File: config.mk
export PLATFORM = sky130hd
export DESIGN_NAME = uivtc_win_ctrl_flat
export DESIGN_NICKNAME = d
export VERILOG_FILES = /design/src/rtl/uivtc_win_ctrl_if.sv /design/src/rtl/uivtc_win_ctrl.sv /design/src/flat_wrapper.sv
export SDC_FILE = /design/constraint.sdc
export NUM_CORES = 1
export LEC_CHECK = 0
export CAP_MARGIN = 20
export CORE_UTILIZATION = 40
export CTS_CLUSTER_SIZE = 24
export DETAILED_ROUTE_END_ITERATION = 10
export PLACE_DENSITY = 0.62
export SETUP_SLACK_MARGIN = 0.15
export SYNTH_ARGS = -nofsm -noshare
export SYNTH_HDL_FRONTEND = slang
export SYNTH_SLANG_ARGS = --single-unit
File: constraint.sdc
create_clock -name I_vtc_clk -period 2.3 [get_ports I_vtc_clk]
set_clock_uncertainty 0.2 [all_clocks]
set_input_delay 0.46 -clock I_vtc_clk [delete_from_list [all_inputs] [get_ports I_vtc_clk]]
set_output_delay 0.46 -clock I_vtc_clk [all_outputs]
set_load 0.005 [all_outputs]
File: src/rtl/uivtc_win_ctrl_if.sv
// Host configuration channel for the PIP window controller.
// The host sends a requested position over a valid/ready handshake and gets a done pulse back.
interface uivtc_win_ctrl_if;
  logic        I_cfg_valid;
  logic        O_cfg_ready;
  logic [11:0] I_cfg_x;
  logic [11:0] I_cfg_y;
  logic        I_cfg_mode;
  logic        O_cfg_done;

  modport master (
    output I_cfg_valid, I_cfg_x, I_cfg_y, I_cfg_mode,
    input  O_cfg_ready, O_cfg_done
  );

  modport slave (
    input  I_cfg_valid, I_cfg_x, I_cfg_y, I_cfg_mode,
    output O_cfg_ready, O_cfg_done
  );
endinterface

File: src/rtl/uivtc_win_ctrl.sv
// PIP window position sequencer: host requests are clamped into the active area and are
// applied only on a VS rising edge. In bounce mode the window moves automatically, and it moves only on VS rising edges.
module uivtc_win_ctrl #(
  parameter int H_ActiveSize  = 1024,
  parameter int V_ActiveSize  = 600,
  parameter int H2_ActiveSize = 640,
  parameter int V2_ActiveSize = 480,
  parameter int STEP_X        = 2,
  parameter int STEP_Y        = 1,
  parameter int FRAME_DIV     = 1
) (
  input  logic              I_vtc_clk,
  input  logic              I_vtc_rst,
  input  logic              I_vtc_vs,
  uivtc_win_ctrl_if.slave   cfg,
  output logic [11:0]       O_offset_x,
  output logic [11:0]       O_offset_y,
  output logic              O_bounce
);

  localparam logic [12:0] XMAX = (H_ActiveSize > H2_ActiveSize) ?
                                 13'(H_ActiveSize - H2_ActiveSize) : 13'd0;
  localparam logic [12:0] YMAX = (V_ActiveSize > V2_ActiveSize) ?
                                 13'(V_ActiveSize - V2_ActiveSize) : 13'd0;
  localparam logic [12:0] STEPX    = 13'(STEP_X);
  localparam logic [12:0] STEPY    = 13'(STEP_Y);
  localparam logic [15:0] DIV_LAST = 16'(FRAME_DIV - 1);

  typedef enum logic [1:0] {IDLE, PEND, DONE} state_e;

  state_e      state_q;
  logic        ready_q, done_q, bounce_q;
  logic [11:0] offsetX_q, offsetY_q;
  logic [11:0] shadowX_q, shadowY_q;
  logic        shadowMode_q;
  logic        dirXPos_q, dirYPos_q;
  logic [15:0] div_q;
  logic        vsPrev_q, vsArmed_q;

  logic        tick, accept;
  logic [12:0] curX, curY, reqX, reqY, clampX, clampY;
  logic [12:0] moveX_d, moveY_d;
  logic        dirXPos_d, dirYPos_d;

  // vsArmed_q blocks a false tick when VS is already high as reset releases.
  assign tick   = I_vtc_vs & ~vsPrev_q & vsArmed_q;
  assign accept = cfg.I_cfg_valid & ready_q;

  assign curX   = {1'b0, offsetX_q};
  assign curY   = {1'b0, offsetY_q};
  assign reqX   = {1'b0, cfg.I_cfg_x};
  assign reqY   = {1'b0, cfg.I_cfg_y};
  assign clampX = (reqX > XMAX) ? XMAX : reqX;
  assign clampY = (reqY > YMAX) ? YMAX : reqY;

  always_comb begin
    moveX_d   = curX;
    dirXPos_d = dirXPos_q;
    if (dirXPos_q) begin
      if (curX + STEPX >= XMAX) begin
        moveX_d   = XMAX;
        dirXPos_d = 1'b0;
      end else begin
        moveX_d = curX + STEPX;
      end
    end else if (curX <= STEPX) begin
      moveX_d   = '0;
      dirXPos_d = 1'b1;
    end else begin
      moveX_d = curX - STEPX;
    end
  end

  always_comb begin
    moveY_d   = curY;
    dirYPos_d = dirYPos_q;
    if (dirYPos_q) begin
      if (curY + STEPY >= YMAX) begin
        moveY_d   = YMAX;
        dirYPos_d = 1'b0;
      end else begin
        moveY_d = curY + STEPY;
      end
    end else if (curY <= STEPY) begin
      moveY_d   = '0;
      dirYPos_d = 1'b1;
    end else begin
      moveY_d = curY - STEPY;
    end
  end

  always_ff @(posedge I_vtc_clk) begin
    if (I_vtc_rst) begin
      state_q      <= IDLE;
      ready_q      <= 1'b0;
      done_q       <= 1'b0;
      bounce_q     <= 1'b0;
      offsetX_q    <= '0;
      offsetY_q    <= '0;
      shadowX_q    <= '0;
      shadowY_q    <= '0;
      shadowMode_q <= 1'b0;
      dirXPos_q    <= 1'b1;
      dirYPos_q    <= 1'b1;
      div_q        <= '0;
      vsPrev_q     <= 1'b0;
      vsArmed_q    <= ~I_vtc_vs;
    end else begin
      vsPrev_q  <= I_vtc_vs;
      vsArmed_q <= vsArmed_q | ~I_vtc_vs;
      done_q    <= 1'b0;

      // A pending request owns the tick; otherwise bounce runs on the current offsets.
      if (state_q != PEND && bounce_q && tick) begin
        if (div_q == DIV_LAST) begin
          div_q     <= '0;
          offsetX_q <= moveX_d[11:0];
          offsetY_q <= moveY_d[11:0];
          dirXPos_q <= dirXPos_d;
          dirYPos_q <= dirYPos_d;
        end else begin
          div_q <= div_q + 16'd1;
        end
      end

      case (state_q)
        IDLE: begin
          ready_q <= 1'b1;
          if (accept) begin
            shadowX_q    <= clampX[11:0];
            shadowY_q    <= clampY[11:0];
            shadowMode_q <= cfg.I_cfg_mode;
            ready_q      <= 1'b0;
            state_q      <= PEND;
          end
        end
        PEND: begin
          if (tick) begin
            offsetX_q <= shadowX_q;
            offsetY_q <= shadowY_q;
            bounce_q  <= shadowMode_q;
            dirXPos_q <= 1'b1;
            dirYPos_q <= 1'b1;
            div_q     <= '0;
            done_q    <= 1'b1;
            state_q   <= DONE;
          end
        end
        DONE: begin
          ready_q <= 1'b1;
          state_q <= IDLE;
        end
        default: state_q <= IDLE;
      endcase
    end
  end

  assign cfg.O_cfg_ready = ready_q;
  assign cfg.O_cfg_done  = done_q;
  assign O_offset_x      = offsetX_q;
  assign O_offset_y      = offsetY_q;
  assign O_bounce        = bounce_q;

endmodule

File: src/flat_wrapper.sv
// flat-port wrapper written by rule: the top's interface ports become plain ports
module uivtc_win_ctrl_flat 
#(
  parameter int H_ActiveSize  = 1024,
  parameter int V_ActiveSize  = 600,
  parameter int H2_ActiveSize = 640,
  parameter int V2_ActiveSize = 480,
  parameter int STEP_X        = 2,
  parameter int STEP_Y        = 1,
  parameter int FRAME_DIV     = 1
)
  (I_vtc_clk, I_vtc_rst, I_vtc_vs, O_offset_x, O_offset_y, O_bounce, cfg_I_cfg_valid, cfg_I_cfg_x, cfg_I_cfg_y, cfg_I_cfg_mode, cfg_O_cfg_ready, cfg_O_cfg_done);
  uivtc_win_ctrl_if cfg_i ();
  input  logic I_vtc_clk;
  input  logic I_vtc_rst;
  input  logic I_vtc_vs;
  output logic [11:0] O_offset_x;
  output logic [11:0] O_offset_y;
  output logic O_bounce;
  input wire logic [$bits(cfg_i.I_cfg_valid)-1:0] cfg_I_cfg_valid;
  input wire logic [$bits(cfg_i.I_cfg_x)-1:0] cfg_I_cfg_x;
  input wire logic [$bits(cfg_i.I_cfg_y)-1:0] cfg_I_cfg_y;
  input wire logic [$bits(cfg_i.I_cfg_mode)-1:0] cfg_I_cfg_mode;
  output wire logic [$bits(cfg_i.O_cfg_ready)-1:0] cfg_O_cfg_ready;
  output wire logic [$bits(cfg_i.O_cfg_done)-1:0] cfg_O_cfg_done;
  assign cfg_i.I_cfg_valid = cfg_I_cfg_valid;
  assign cfg_i.I_cfg_x = cfg_I_cfg_x;
  assign cfg_i.I_cfg_y = cfg_I_cfg_y;
  assign cfg_i.I_cfg_mode = cfg_I_cfg_mode;
  assign cfg_O_cfg_ready = cfg_i.O_cfg_ready;
  assign cfg_O_cfg_done = cfg_i.O_cfg_done;
  uivtc_win_ctrl #(.H_ActiveSize(H_ActiveSize), .V_ActiveSize(V_ActiveSize), .H2_ActiveSize(H2_ActiveSize), .V2_ActiveSize(V2_ActiveSize), .STEP_X(STEP_X), .STEP_Y(STEP_Y), .FRAME_DIV(FRAME_DIV)) u_core (.I_vtc_clk(I_vtc_clk), .I_vtc_rst(I_vtc_rst), .I_vtc_vs(I_vtc_vs), .cfg(cfg_i), .O_offset_x(O_offset_x), .O_offset_y(O_offset_y), .O_bounce(O_bounce));
endmodule
======== Word level (Yosys, flattened, before mapping) ========
Cells that the tools add are included.
operators by class
  eq/ne operators ......................... 5
  bitwise logic cells ..................... 7
  reduce and logical (&&, ||, !) cells .... 9
  add/subtract/negate cells ............... 5
  muxes and demuxes ....................... 41
  $lt $le $gt $ge ......................... 6
operators by type and width
  cell                                                                               count
  12-bit two-way mux                                                                 16
  16-bit two-way mux                                                                 4
  1-bit two-way mux                                                                  17
  16-bit by 1-bit adder with 16-bit output, second input constant                    1
  16-bit zero test                                                                   1
  12-bit by 1-bit adder with 13-bit output, second input constant                    1
  12-bit by 2-bit adder with 13-bit output, second input constant                    1
  13-bit by 7-bit >= comparator with 1-bit output, second input constant             1
  13-bit by 9-bit >= comparator with 1-bit output, second input constant             1
  12-bit by 7-bit greater-than comparator with 1-bit output, second input constant   1
  12-bit by 9-bit greater-than comparator with 1-bit output, second input constant   1
  12-bit by 1-bit less-or-equal comparator with 1-bit output, second input constant  1
  12-bit by 2-bit less-or-equal comparator with 1-bit output, second input constant  1
  12-bit by 1-bit subtractor with 12-bit output, second input constant               1
  12-bit by 2-bit subtractor with 12-bit output, second input constant               1
  2-bit by 1-bit != test with 1-bit output, second input constant                    3
  2-bit AND reduction                                                                3
  2-bit two-way mux                                                                  2
  2-bit one-hot mux with 2 select lines                                              1
  1-bit bitwise AND                                                                  3
  1-bit NOT                                                                          3
  2-bit by 1-bit equality test with 1-bit output, second input constant              1
  2-bit equality test, second input constant                                         1
  1-bit logical AND                                                                  2
  other kinds (5)                                                                    5
word-level totals
  output and inout port bits .............. 27
  bits in registers ....................... 74
  input port bits ......................... 29
  word-level logic and storage cells ...... 87

======== Logic depth before layout (Yosys ltp) ========
Gate-level depths: netlist of the first run.
  depth in word-level cells ............... 8
  depth in mapped cells ................... 10

======== Worst setup path after synthesis of the first run ========
OpenSTA, ideal clock, no wires.
  path kind ............................... reg2reg
  start ................................... register with a tool-made name
  end ..................................... register with a tool-made name
  arrival time ............................ 1.965 ns
  period minus slack after synthesis ...... 2.252 ns
  setup time .............................. 0.086 ns
  slack ................................... 0.048 ns
  stages on the path, launching flop included .. 8
  buffers on the path ..................... 0
  cells stage by stage .................... dfxtp_1 > ha_1 > and4_1 > a41oi_1 > o22ai_1 > a21oi_1 > a311o_1 > a221oi_2

======== Worst setup path in the final report of the first run ========
  start ................................... register u_core.offsetX_q[2] (netlist: u_core.O_offset_x[2])
  end ..................................... register u_core.offsetX_q[4] (netlist: u_core.O_offset_x[4])
between the ends
  longest elaborated chain between the ends .. 8
  elaborated cells on any way between the ends .. 11
  those cells by class .................... add/sub (2); order compare (2); mux (7)
ends and longest elaborated chain
  element                                          line                   source
  start: declaration                               uivtc_win_ctrl.sv:33   logic [11:0] offsetX_q, offsetY_q;
  start signal: assignment                         uivtc_win_ctrl.sv:117  offsetX_q <= moveX_d[11:0];
  start signal: assignment                         uivtc_win_ctrl.sv:139  offsetX_q <= shadowX_q;
  12-bit by 2-bit adder with 13-bit output         uivtc_win_ctrl.sv:60   if (curX + STEPX >= XMAX) begin
  13-bit by 9-bit >= comparator with 1-bit output  uivtc_win_ctrl.sv:60
  12-bit two-way mux                               uivtc_win_ctrl.sv:60
  12-bit two-way mux (*)                           uivtc_win_ctrl.sv:59   if (dirXPos_q) begin
  12-bit two-way mux (*)                           uivtc_win_ctrl.sv:115  if (div_q == DIV_LAST) begin
  12-bit two-way mux (*)                           uivtc_win_ctrl.sv:114  if (state_q != PEND && bounce_q && tick) begin
  12-bit two-way mux                               uivtc_win_ctrl.sv:138  if (tick) begin
  12-bit two-way mux (*)                           uivtc_win_ctrl.sv:126  case (state_q)
Mark *: on every way between the ends. The rest lies on a longest branch, timed or not.
A chain may end at the register's enable or synchronous reset.

==> results of run 1 <==
## cell type report
type	count	area [um^2]
Clock inverter	7	101.3
Multi-Input combinational cell	417	3017
Sequential cell	74	1521
Tap cell	136	170.2
Clock buffer	9	123.9
Timing Repair Buffer	178	1556
Fill cell	904	3882
Inverter	11	43.79
## kinds of logic after synthesis
group                    Yosys count
AND/OR/NAND/NOR                  245
AO/OA/AOI/OAI                    144
flip-flops                        74
buffers and inverters             53
XOR/XNOR                          16
adder cells (fa/ha/maj)            8
multiplexers                       4
## synthesized netlist by cell type, types with 3 or more instances
cell type                   n
sky130_fd_sc_hd__and4_1     4
sky130_fd_sc_hd__nor2_1    63
sky130_fd_sc_hd__buf_2     14
sky130_fd_sc_hd__nor2b_1    9
sky130_fd_sc_hd__o21a_1     3
sky130_fd_sc_hd__or2_2      4
sky130_fd_sc_hd__mux2i_1    4
sky130_fd_sc_hd__and3_1     8
sky130_fd_sc_hd__a311o_1    4
sky130_fd_sc_hd__a31oi_1    5
sky130_fd_sc_hd__dfxtp_1   74
sky130_fd_sc_hd__o21ai_1    4
sky130_fd_sc_hd__a221oi_1   6
sky130_fd_sc_hd__nor4_1    14
sky130_fd_sc_hd__inv_1     11
sky130_fd_sc_hd__nand2_1   34
sky130_fd_sc_hd__nand4_1   13
sky130_fd_sc_hd__a22o_1    10
sky130_fd_sc_hd__nand3_1   18
sky130_fd_sc_hd__ha_1       8
sky130_fd_sc_hd__a22oi_1   10
sky130_fd_sc_hd__xor2_1     5
sky130_fd_sc_hd__or3_1      8
sky130_fd_sc_hd__nor3_1    32
sky130_fd_sc_hd__nand3b_1   7
sky130_fd_sc_hd__o21ai_0   27
sky130_fd_sc_hd__a21oi_1   31
sky130_fd_sc_hd__clkbuf_1  25
sky130_fd_sc_hd__xnor2_1   11
sky130_fd_sc_hd__nor3b_1    3
sky130_fd_sc_hd__a41oi_1    3
sky130_fd_sc_hd__a211oi_1   8
sky130_fd_sc_hd__a311oi_1   8
sky130_fd_sc_hd__and2_1    11
## worst paths after layout
path	start	end	cells after the start	slack (ns)
setup reg to reg	u_core.O_offset_x[2]	u_core.O_offset_x[4]	10	0.02
setup / recovery	u_core.O_offset_x[2]	u_core.O_offset_x[4]	10	0.02
hold / removal	I_vtc_vs	u_core.vsArmed_q	2	0.16
hold reg to reg	u_core.shadowX_q[10]	u_core.shadowX_q[10]	1	0.26
## per-stage QoR
stage	hold WS [ns]	worst slack (ns)	TNS (ns)
detailed placement	0.2405	-0.2963	-10.48
floorplan	0.2210	0.1583	0
global route	0.1929	-0.06038	-0.06234
finish	0.1619	0.02080	0
global placement	0.2335	-0.2275	-9.136
CTS	0.2603	0.1252	0
## worst max-delay path: cells and delay by family (launching register included)
| family | cells | cell delay (ns) |
|---|---|---|
| DFF | 1 | 0.38 |
| adders and majority gates | 1 | 0.11 |
| AOI/OAI and AO/OA | 4 | 0.83 |
| buffers and inverters | 3 | 0.43 |
| and+or+nand+nor | 2 | 0.20 |
## cell usage in the layout, fill, tap and decap left out, types with 11 or more instances in the layout
| cell | instances |
|---|---|
| sky130_fd_sc_hd__buf_6 | 16 |
| sky130_fd_sc_hd__a21oi_1 | 29 |
| sky130_fd_sc_hd__buf_4 | 105 |
| sky130_fd_sc_hd__dfxtp_2 | 11 |
| sky130_fd_sc_hd__o21ai_0 | 20 |
| sky130_fd_sc_hd__dfxtp_1 | 56 |
| sky130_fd_sc_hd__nand2_1 | 31 |
| sky130_fd_sc_hd__nor3_1 | 28 |
| sky130_fd_sc_hd__nand4_1 | 13 |
| sky130_fd_sc_hd__nor2_1 | 59 |
| sky130_fd_sc_hd__clkdlybuf4s50_1 | 53 |
| sky130_fd_sc_hd__nand3_1 | 16 |
## power groups by stage
| stage | registers [uW] | logic (uW) | clock network [uW] |
|---|---|---|---|
| final | 1330 | 382 | 1160 |
| after global routing | 1330 | 411 | 1220 |
| after CTS | 1320 | 341 | 1170 |
| after detailed placement | 1360 | 325 | 0 |
| after global placement | 1360 | 323 | 0 |
| after floorplan | 1350 | 161 | 0 |
## routing by layer
layer | part of all wire | track usage
met1 | 0.45 | 0.3262
met2 | 0.49 | 0.3987
met3 | 0.042 | 0.02575
met4 | 0.014 | 0.1071
met5 | 0 | 0
## repair_timing
action	CTS	global route
hold buffers	0	0
pin swaps	16	43
setup endpoints to repair	32	38
gates cloned	1	0
buffers inserted	18	15
gates resized for setup	48	80
==> impl_metrics.py, run 1 <==
metrics = {
    "pwr": {
        "power_switching_uw": 750.9,
        "sw_frac_of_total": 0.2618,
        "seq_power_share": 0.462,
        "internal_power_uw": 2117,
        "leakage_power_figure_uw": 0.002479,
        "finalPower_uw": 2868,
        "peakVddDrop_mv": 0.2476,
        "power_frac_clock": 0.405,
        "powerDensity_nw_per_um2": 439.0,
        "power.share.combinational": 0.133,
    },
    "final_layout": {
        "areaGrowthSynthToFinish_pct": 50.84,
        "layout.cells.non_filler": 832,
        "final_cell_area_um2": 6534,
        "final_util": 0.6273,
        "fin_nets": 728,
        "insertedDiodeCount": 0,
        "layout-drive-gt1-share": 0.3405,
    },
    "synthesis": {
        "netlist_cell_types": 68,
        "synth_edf_count": 0,
        "yosys.area.top_type": "sky130_fd_sc_hd__dfxtp_1",
        "synthMuxAreaShare": 0.009243,
        "synth.cell_area_um2": 4332,
        "post_syn_nets": 581,
        "synth-seq-area-share": 0.3420,
        "ys.flop_type": "sky130_fd_sc_hd__dfxtp_1",
        "synth_top_family_by_area": "simple AND/OR/NAND/NOR gates",
        "synthArstFlopShare": 0,
        "post_synth_xor_area_fraction": 0.03235,
        "synth_warnings": 0,
        "avgSynthCellArea_um2": 7.963,
        "synthCells": 544,
        "synthAdderAreaFrac": 0.02311,
        "netlist.area_leader.share": 0.3420,
        "share_of_the_synthesized_area_in_compound_gates_ao_oa_aoi_oai": 0.2340,
        "synth.top_cells.by_area": "sky130_fd_sc_hd__dfxtp_1, sky130_fd_sc_hd__nor2_1, sky130_fd_sc_hd__nor3_1",
        "synthSimpleGateAreaFrac": 0.3076,
        "synth_seq_cells": 74,
    },
    "run": {
        "drv_cap": 0,
    },
    "grt": {
        "global_route_wire_length_before_repair_um": 21890,
        "grt_overflow": 0,
        "antenna_found_initial": 0,
        "grt_start_max_net_pins": 39,
        "track_usage": 0.2444,
        "number_of_global_route_vias_before_repair": 4487,
    },
    "worst_setup_path": {
        "worst-endpoint-arrival_ns": 2.32,
        "timing.critical_path.to_type": "flip-flop",
        "crit_type": "reg2reg",
        "crit_path_max_fanout": 6,
        "critical_path.startpoint_type": "flip-flop",
        "worstPathCellList": "inv_4 > ha_4 > nor2b_4 > o21ai_2 > o31ai_2 > buf_4 > nor2_1 > buf_4 > a221oi_2 > a211oi_2",
        "crit_path_top_delay_cell": "sky130_fd_sc_hd__dfxtp_4",
        "worst_path_most_repeated_cell": "sky130_fd_sc_hd__buf_4",
        "worst_ep_required_time_ns": 2.34,
        "crit_path_max_cell_delay_ns": 0.38,
    },
    "routing": {
        "post_drt_wl_per_cell_um": 17.07,
        "detail_route_antenna_nets": 0,
        "drt_iter0_markers": 253,
        "total_via_count_after_detailed_routing": 4796,
        "detail_route.vias_per_cell": 5.764,
        "finalWirelength_um": 14210,
        "first_pass_iters": 7,
        "drc": 0,
    },
    "placed_design": {
        "dpl.cell_count": 781,
        "place_hpwl_um": 9807,
        "placement.io_buffers": 55,
        "postPlaceCellArea_um2": 5552,
        "place.gp.congestion": 0.8504,
    },
    "timing": {
        "final-max-slew-violation-count": 0,
        "post-route-period-util": 0.9910,
        "worstMarginPinSlew_ns": 0.7772,
        "final_period_minus_worst_setup_slack_ns": 2.279,
        "rsz0062_at_grt": "true",
        "finalSetupViolations": 0,
        "achievable-frequency_mhz": 438.8,
        "hold_violations": 0,
        "maxSlewHeadroom": 0.4764,
    },
    "status": {
        "outcome": "finished, final reports clean",
    },
    "floorplan": {
        "placeableCoreArea_um2": 10420,
        "initial_utilization": 0.4159,
        "die_area_um2": 11250,
        "floorplan.io_pins": 56,
        "row_cnt": 37,
        "floorplan.die.width_um": 106.1,
        "die_height_um": 106.1,
    },
    "clock_tree": {
        "worst_skew_pair.late_latency_ns": 0.36,
        "cts.clk_slew.worst_paths_ns": 0.09,
        "cell_at_the_root_of_the_clock_tree": "sky130_fd_sc_hd__clkbuf_8",
        "cts_max_path_buffers": 2,
        "cts.sink_count": 74,
        "tritoncts": "built",
        "numCtsBuffers": 9,
        "htree_levels": 3,
    },
    "min_path": {
        "min-delay-path-class": "in2reg",
    },
}
(Power assumes the default switching activity.)
==> inputs of run 2 (changes only) <==
--- a/config.mk
+++ b/config.mk
@@ -6,10 +6,10 @@
 export NUM_CORES = 1
 export LEC_CHECK = 0
 export CAP_MARGIN = 20
-export CORE_UTILIZATION = 40
+export CORE_UTILIZATION = 45
 export CTS_CLUSTER_SIZE = 24
 export DETAILED_ROUTE_END_ITERATION = 10
-export PLACE_DENSITY = 0.62
+export PLACE_DENSITY = 0.69
 export SETUP_SLACK_MARGIN = 0.15
 export SYNTH_ARGS = -nofsm -noshare
 export SYNTH_HDL_FRONTEND = slang
==> run 2 against run 1 <==
Worst hold slack improved by 0.11 ns; register-to-register slack gained 0.05 ns; clock power increased by 10%.
==> impl_metrics.py, run 2 (synthesized netlist as in run 1, its figures left out) <==
metrics = {
    "worst_setup_path": {
        "worst-endpoint-arrival_ns": 2.29,
        "crit_path_max_cell_delay_ns": 0.38,
        "crit_path_max_fanout": 5,
        "critical-path-top-delay-family": "compound AO/OA/AOI/OAI gates",
        "ff2ff_setup_slack_ns": 0.07,
        "worst_ep_required_time_ns": 2.37,
        "timing.critical_path.to_type": "flip-flop",
        "crit_path_top_delay_cell": "sky130_fd_sc_hd__dfxtp_4",
        "critical_path.startpoint_type": "flip-flop",
        "worst_path_most_repeated_cell": "sky130_fd_sc_hd__buf_4",
        "worstPathCellList": "buf_4 > nand4_1 > buf_4 > o21a_1 > o22ai_2 > a21oi_1 > a311o_1 > a221oi_2",
        "timing.reg2reg.worst_path_depth": 8,
        "cp.buffers_inverters": 2,
        "crit_type": "reg2reg",
    },
    "pwr": {
        "internal_power_uw": 2261,
        "powerDensity_nw_per_um2": 463.2,
        "sw_frac_of_total": 0.2377,
        "leakage_power_figure_uw": 0.002394,
        "seq_power_share": 0.447,
        "power_switching_uw": 704.8,
        "power_frac_clock": 0.431,
        "finalPower_uw": 2966,
        "power.share.combinational": 0.122,
        "peakVddDrop_mv": 0.4312,
    },
    "clock_tree": {
        "cts.clk_slew.worst_paths_ns": 0.08,
        "cts.sink_count": 74,
        "numCtsBuffers": 9,
        "tritoncts": "built",
        "htree_levels": 3,
        "postCtsHoldBufs": 0,
        "cell_at_the_root_of_the_clock_tree": "sky130_fd_sc_hd__clkbuf_8",
        "cts_max_path_buffers": 2,
        "worst_skew_pair.late_latency_ns": 0.35,
    },
    "timing": {
        "post-route-period-util": 0.9684,
        "final-max-slew-violation-count": 0,
        "achievable-frequency_mhz": 448.9,
        "final.setup.tns_ns": 0,
        "maxSlewHeadroom": 0.4857,
        "hold_violations": 0,
        "final_period_minus_worst_setup_slack_ns": 2.227,
        "worstMarginPinSlew_ns": 0.7634,
        "finalSetupViolations": 0,
        "rsz0062_at_grt": "true",
        "post-route-worst-setup-slack_ns": 0.07257,
    },
    "min_path": {
        "worst_hold_path.endpoint": "u_core.O_bounce",
        "hold_depth": 2,
        "hold_path_startpoint": "u_core.shadowMode_q",
        "min-delay-path-class": "reg2reg",
    },
    "run": {
        "drv_cap": 0,
    },
    "grt": {
        "track_usage": 0.2734,
        "antenna_found_initial": 0,
        "grt_overflow": 0,
        "number_of_global_route_vias_before_repair": 4482,
        "grt_start_max_net_pins": 58,
        "global_route_wire_length_before_repair_um": 21830,
    },
    "placed_design": {
        "place_hpwl_um": 9369,
        "placement.io_buffers": 55,
        "dp_worst_setup_slack_ns": -0.2556,
        "place.gp.congestion": 0.8965,
        "dpl.cell_count": 769,
    },
    "status": {
        "outcome": "finished, final reports clean",
    },
    "floorplan": {
        "die_height_um": 100.1,
        "floorplan.die.width_um": 100.1,
        "initial_utilization": 0.4666,
        "floorplan.io_pins": 56,
        "die_area_um2": 10020,
        "row_cnt": 35,
        "placeableCoreArea_um2": 9284,
    },
    "final_layout": {
        "insertedDiodeCount": 0,
        "areaGrowthSynthToFinish_pct": 47.80,
        "layout.filler_cells": 716,
        "area.sequential_um2": 1519,
        "fin_nets": 713,
        "area_of_the_multi_input_gates_um2": 3004,
        "layout.cells.non_filler": 810,
        "most-common-layout-cells": "sky130_fd_sc_hd__buf_4, sky130_fd_sc_hd__dfxtp_1, sky130_fd_sc_hd__nor2_1, sky130_fd_sc_hd__clkdlybuf4s50_1, sky130_fd_sc_hd__nand2_1",
        "layout-drive-gt1-share": 0.3304,
        "layout_commonest_cell": "sky130_fd_sc_hd__buf_4",
    },
    "routing": {
        "drt_iter0_markers": 418,
        "finalWirelength_um": 14360,
        "total_via_count_after_detailed_routing": 4948,
        "detail_route.vias_per_cell": 6.109,
        "detail_route_antenna_nets": 0,
        "post_drt_wl_per_cell_um": 17.72,
        "drc": 0,
        "first_pass_iters": 7,
    },
}
[run 2: cell types whose count changed in the layout (fill, tap and decap cells not counted), sizes merged]
cell           delta
buf              -15
bufinv            +1
clkbuf            +3
clkdlybuf4s50     +1
clkinv            -1
clkinvlp          -1
dlymetal6s2s      -1
inv               -2
[run 2: final cells by class]
cell class | instances | share of cell area
tap | 129 | 0.02521
sequential | 74 | 0.2372
multi-input combinational | 417 | 0.4692
clock buffer | 12 | 0.02423
clock inverter | 4 | 0.01524
timing repair buffer | 163 | 0.2216
inverter | 11 | 0.007231
[run 2: worst max-delay path by stage]
| stage | startpoint | to | slack, ns | depth (start not counted) |
|---|---|---|---|---|
| 2_1_floorplan | u_core.O_offset_x[1] | u_core.O_offset_x[2] | 0.16 | 9 |
| 3_3_place_gp | cfg_I_cfg_valid | u_core.shadowX_q[3] | -0.21 | 6 |
| 3_5_place_dp | I_vtc_vs | u_core.O_offset_x[3] | -0.26 | 7 |
| 4_1_cts | flip-flop | flip-flop | 0.12 | 9 |
| 5_1_grt | u_core.O_offset_x[2] | u_core.O_offset_x[6] | -0.05 | 6 |
| 6_report | flip-flop | flip-flop | 0.07 | 8 |
[run 2: routing by layer]
metal  share of wire  track usage  up-vias
met3           0.077      0.03969       40
met5               0            0        -
met1            0.41       0.3700     2361
met4           0.025       0.1014        0
li1                -            -     2300
met2            0.49       0.4435      247
[run 2: metrics by stage]
stage                     utilization  hold slack, ns  cell area [um^2]
final                          0.6896          0.2701              6402
after global placement         0.5930          0.2346              5505
after global routing           0.6896          0.2809              6402
after detailed placement       0.5930          0.2466              5505
after floorplan                     -          0.2210              4333
after CTS                      0.6449          0.2651              5987
[run 2: worst min-delay path: stages (launching register included)]
cell	delay, ns
sky130_fd_sc_hd__dfxtp_1	0.32
sky130_fd_sc_hd__nand2_1	0.06
sky130_fd_sc_hd__a21oi_1	0.05
[run 2: what timing repair did]
item	in CTS	in global routing
setup buffers	9	14
pin swaps	15	28
setup endpoints to repair	32	39
gates resized for setup	37	88
gates cloned	2	0
[run 2: power groups by stage]
stage,Sequential (uW),Combinational [uW],Clock (uW)
6_report,1330,362,1280
5_1_grt,1330,387,1350
4_1_cts,1330,329,1280
3_5_place_dp,1360,315,0
3_3_place_gp,1360,313,0
2_1_floorplan,1350,161,0
